[config.mk]
export PLATFORM = sky130hd
export DESIGN_NAME = td4_control_unit
export DESIGN_NICKNAME = d
export VERILOG_FILES = /design/src/rtl/td4_control_unit.sv
export SDC_FILE = /design/constraint.sdc
export NUM_CORES = 1
export LEC_CHECK = 0
export ABC_CLOCK_PERIOD_IN_PS = 1800
export CAP_MARGIN = 20
export CORE_ASPECT_RATIO = 0.75
export CORE_MARGIN = 4
export CORE_UTILIZATION = 41
export DETAILED_ROUTE_END_ITERATION = 16
export MAX_ROUTING_LAYER = met4
export PLACE_DENSITY = 0.85
export SLEW_MARGIN = 20
export SYNTH_ARGS = -nofsm -noshare
export SYNTH_HDL_FRONTEND = slang
export SYNTH_SLANG_ARGS = --single-unit
export TNS_END_PERCENT = 20
[constraint.sdc]
create_clock -name clk -period 1.8 [get_ports clk]
set_input_delay 0.36 -clock clk [delete_from_list [all_inputs] [get_ports clk]]
set_output_delay 0.36 -clock clk [all_outputs]
set_load 0.02 [all_outputs]
[src/rtl/td4_control_unit.sv]
// td4_control_unit
//   Instruction sequencer for the 4-bit TD4 CPU.
//   - Fetches 8-bit instructions {op, imm} from program ROM using a req/ack handshake.
//   - Decodes the opcode and drives the datapath operand-select and load enables.
//   - Owns the program counter and the carry flag.
//   - Each instruction takes FETCH (one or more cycles) plus EXEC (exactly one cycle).
//   - Supports free-run and single-step.
// Ports
//   clk, rst_n        clock; asynchronous active-low reset
//   run, step         free-run level; single-step request (only honoured in IDLE)
//   rom_addr/req      ROM address (= pc); request, held high for all of FETCH
//   rom_ack/data      ROM data-valid strobe; instruction byte
//   sel, imm          operand select (00 A, 01 B, 10 in-port, 11 zero); immediate (= ir[3:0])
//   alu_carry         adder carry-out, sampled during EXEC
//   ld_a/ld_b/ld_out  one-hot load enables, active only in EXEC
//   carry_flag        registered carry
//   illegal_op        EXEC pulse for an undefined opcode
//   pc, busy          program counter; high whenever the state is not IDLE
module td4_control_unit #(
  parameter int PC_W = 4
) (
  input  logic            clk,
  input  logic            rst_n,
  input  logic            run,
  input  logic            step,
  output logic [PC_W-1:0] rom_addr,
  output logic            rom_req,
  input  logic            rom_ack,
  input  logic [7:0]      rom_data,
  output logic [1:0]      sel,
  output logic [3:0]      imm,
  input  logic            alu_carry,
  output logic            ld_a,
  output logic            ld_b,
  output logic            ld_out,
  output logic            carry_flag,
  output logic            illegal_op,
  output logic [PC_W-1:0] pc,
  output logic            busy
);

  typedef enum logic [1:0] {IDLE, FETCH, EXEC} state_t;

  state_t          state, state_nx;
  logic [7:0]      ir;
  logic            jmp, jnc;
  logic [PC_W-1:0] jmp_tgt;

  assign jmp_tgt  = PC_W'(ir[3:0]);
  assign imm      = ir[3:0];
  assign rom_addr = pc;
  assign busy     = (state != IDLE);

  always_ff @(posedge clk or negedge rst_n) begin
    if (!rst_n) state <= IDLE;
    else        state <= state_nx;
  end

  // Next state and decode.
  // The load enables and illegal_op are decoded from state directly, so an
  // asynchronous reset removes them immediately, with no wait for a clock edge.
  always_comb begin
    state_nx   = state;
    rom_req    = 1'b0;
    sel        = 2'b11;
    ld_a       = 1'b0;
    ld_b       = 1'b0;
    ld_out     = 1'b0;
    illegal_op = 1'b0;
    jmp        = 1'b0;
    jnc        = 1'b0;
    unique case (state)
      IDLE:  if (run || step) state_nx = FETCH;
      FETCH: begin
        rom_req = 1'b1;
        if (rom_ack) state_nx = EXEC;
      end
      EXEC: begin
        state_nx = run ? FETCH : IDLE;
        unique case (ir[7:4])
          4'b0000: begin sel = 2'b00; ld_a   = 1'b1; end
          4'b0001: begin sel = 2'b01; ld_a   = 1'b1; end
          4'b0010: begin sel = 2'b10; ld_a   = 1'b1; end
          4'b0011: begin sel = 2'b11; ld_a   = 1'b1; end
          4'b0100: begin sel = 2'b00; ld_b   = 1'b1; end
          4'b0101: begin sel = 2'b01; ld_b   = 1'b1; end
          4'b0110: begin sel = 2'b10; ld_b   = 1'b1; end
          4'b0111: begin sel = 2'b11; ld_b   = 1'b1; end
          4'b1001: begin sel = 2'b01; ld_out = 1'b1; end
          4'b1011: begin sel = 2'b11; ld_out = 1'b1; end
          4'b1110: jnc = 1'b1;
          4'b1111: jmp = 1'b1;
          default: illegal_op = 1'b1;
        endcase
      end
      default: state_nx = IDLE;
    endcase
  end

  always_ff @(posedge clk or negedge rst_n) begin
    if (!rst_n)                        ir <= 8'h00;
    else if (state == FETCH && rom_ack) ir <= rom_data;
  end

  // JNC tests carry_flag before this EXEC overwrites it.
  always_ff @(posedge clk or negedge rst_n) begin
    if (!rst_n) begin
      pc         <= '0;
      carry_flag <= 1'b0;
    end else if (state == EXEC) begin
      carry_flag <= alu_carry;
      if (jmp || (jnc && !carry_flag)) pc <= jmp_tgt;
      else                             pc <= pc + 1'b1;
    end
  end

endmodule
==> results.cfg <==
[layout]
fillers = 149
multiInputGateArea_um2 = 380
stdcell_area_um2 = 1180
drive_above_1_share_pct = 24.6
stdcell_count = 136
antennaDiodeCount = 0
nNetsFinal = 130
seq_area_um2 = 377
syn_to_final_growth_pct = 44.1

[logic_synthesis]
syn-cell-area_um2 = 821
ys_seq_elements = 15
synthesis.nets = 95
syn_inst = 80
synth_area_per_cell_um2 = 10.3
synth_cell_type_count = 29
yosys_warnings = 0
yosysSeqAreaShare_pct = 45.7

[die]
core_area_um2 = 1820
start_util_pct = 45.1
die_area_um2 = 2790
die_width_um = 59.7
row_count = 13
io_pins = 35
dieHeight_um = 46.8

[worst_setup_path]
cpLargestDelayFamily = buffers and inverters
r2r_cells = 4
crit_chain = buf_4 > or2_2 > clkdlybuf4s15_1
cp-start-kind = register
endpoint_kind = primary output
cpPeakStageDelay_ns = 0.41
critPathKind = reg -> out
worstPathRequired_ns = 1.44
critical_path_buf_inv_count = 2
crit_arrival_ns = 1.43
r2r_slack_ns = 0.43
path_max_fanout = 7
cp_slowest_cell = dfrtp_1
critical_path_depth = 3

[place]
dp_hpwl_um = 1470
gp_congestion = 0.844
port_buffers = 34
dp.cells = 132
dpl_cell_area_um2 = 1160
place_ws_ns = -0.0190

[pwr]
comb_power_share_pct = 55.9
seqPwrFrac_pct = 34.4
p_int_w = 0.00116
ir_drop_mv = 1.15
power.switching_w = 0.000854
power.density_nw_per_um2 = 1700
p_total_w = 0.00201
switching_share_pct = 42.5
p_leak_nw = 0.520
p_clk_share_pct = 9.7

[drt]
drt_iter0_markers = 7
drcViolationCount = 0
drtAntennaViolNets = 0
drt-total-wl_um = 1870
post_drt_via_cell_ratio = 5.35
wire_per_inst_um = 13.7
first_pass_iters = 4
num_vias = 728

[global_routing]
grt_util_met3_pct = 6.04
grt_first_pass_wirelength_um = 3130
overflow = 0
grt_max_degree = 16
grt_pass1_vias = 728
grt.met1_usage_pct = 17.7
track_usage_pct = 16.0
grt.busiest_layer = met2
use_met2_pct = 26.3
antenna_found_initial = 0

[sta]
setup_slack_ns = 0.0146
fmax_ghz = 0.560
finalCriticalPeriod_ns = 1.79
period_share_pct = 99.2
worst_slew_pin_slew_ns = 0.261
clock_skew_ns = 0.00714
slew_headroom_pct = 82.4
maxSlewViolCount = 0
setup_viol = 0
finalHoldViolCount = 0
rsz0062_at_grt = yes

[hold_path]
hold_class = in -> async

[cts]
cts_tree = built
cts_inserted_buffers = 3
cts-root-buf = clkbuf_4
cts.sink_count = 15
holdBufCountCts = 0
clk_path_buf_depth = 2
htreeDepth = 1
clk_pin_slew_ns = 0.09
insertion_delay_ns = 0.29

[outcome]
status = complete, no violations

[run]
max_cap_violations = 0
==> sequential cells by signal (all words and copies together) (netlist names) <==
signal,count
carry_flag,1
ir,8
pc,4
state,2
==> cells in the mapped netlist <==
library cell | instances | area (um2)
nor4bb_1 | 1 | 10.0
o22ai_1 | 2 | 12.5
mux2_2 | 8 | 90.1
a211o_1 | 1 | 8.76
ha_1 | 1 | 12.5
o311ai_0 | 1 | 8.76
or2_2 | 1 | 6.26
nand4_1 | 1 | 6.26
inv_1 | 4 | 15.0
o21ai_0 | 3 | 15.0
buf_2 | 1 | 5.00
a31oi_1 | 2 | 12.5
nand3_1 | 4 | 20.0
nand2_4 | 1 | 11.3
o211ai_1 | 1 | 7.51
a2111o_1 | 1 | 11.3
nand2_1 | 7 | 26.3
dfrtp_1 | 15 | 375
nor2_1 | 1 | 3.75
a32oi_1 | 1 | 8.76
and2b_2 | 1 | 8.76
or3_1 | 1 | 6.26
nand2b_1 | 3 | 18.8
a21oi_1 | 1 | 5.00
buf_4 | 8 | 60.1
and3b_1 | 1 | 8.76
nor2b_1 | 3 | 18.8
and3_1 | 2 | 12.5
nor3_1 | 3 | 15.0
==> through the flow <==
stage / setup TNS [ns] / utilization, % / hold WS, ns
global route: -0.0492 / 64.9 / 0.395
CTS: -0.0162 / 64.8 / 0.381
global placement: 0 / 63.7 / 0.507
detailed placement: -0.0266 / 63.7 / 0.525
finish: 0 / 64.9 / 0.380
floorplan: 0 / - / 0.0644
==> cell families after synthesis <==
logic type,count (synthesis),synth area share [%]
buf+inv,13,9.76
mux,8,11.0
fa+ha+maj,1,1.52
compound gates,13,11.0
simple gates,30,21.0
flops,15,45.7
==> worst paths after layout <==
check	startpoint	to
max reg2reg	state[0]	ir[5]
min in group clk	carry_flag	carry_flag
max	state[0]	busy
max in group asynchronous	rst_n	state[1]
min reg2reg	carry_flag	carry_flag
min	rst_n	ir[1]
==> routing by layer <==
layer / wire length (um) / up-vias / part of all wire (%)
met2: 905 / 32 / 48
li1: - / 346 / -
met5: 0 / - / 0
met4: 38 / 0 / 2.0
met3: 156 / 7 / 8.4
met1: 767 / 343 / 41
==> power by group through the flow <==
stage	registers, W	logic (W)	clock network, W
2_1_floorplan	0.000695	0.000689	0
3_3_place_gp	0.000664	0.00110	0
4_1_cts	0.000676	0.00110	0.000203
3_5_place_dp	0.000681	0.00112	0
6_report	0.000691	0.00112	0.000195
5_1_grt	0.000724	0.00121	0.000223
==> worst register-to-register path, cell delays in order (launching register included) <==
cell and delay [ns]:
dfrtp_1 0.41, buf_4 0.16, and2b_2 0.22, nand2_4 0.13, mux2_2 0.35
==> cell usage in the layout, fill, tap and decap left out, types with 2 or more instances in the layout <==
master,count
inv_1,4
clkdlybuf4s50_1,26
nor3_1,3
nand2_1,7
buf_2,3
o21ai_0,3
buf_4,5
a31oi_1,2
dfrtp_1,14
nand3_1,4
clkbuf_4,3
clkbuf_2,2
nor2b_1,3
o22ai_1,2
clkdlybuf4s15_1,3
nand2b_4,2
and3_1,2
mux2_2,8
==> final cells by class <==
class,instances,area share [%]
clock buffers,3,1.90
clock inverters,1,0.635
inverters,4,1.27
multi-input cells,52,32.2
flip-flops and latches,15,31.9
well taps,22,2.33
repair buffers,39,29.8
==> what timing repair did <==
| item | 4_1_cts | 5_1_grt |
|---|---|---|
| buffers inserted | 0 | 0 |
| setup endpoints to repair | 8 | 8 |
| resized for setup | 19 | 12 |
| endpoints found under the hold margin | 0 | 0 |
Note: power is estimated with default switching activity, not from simulation.
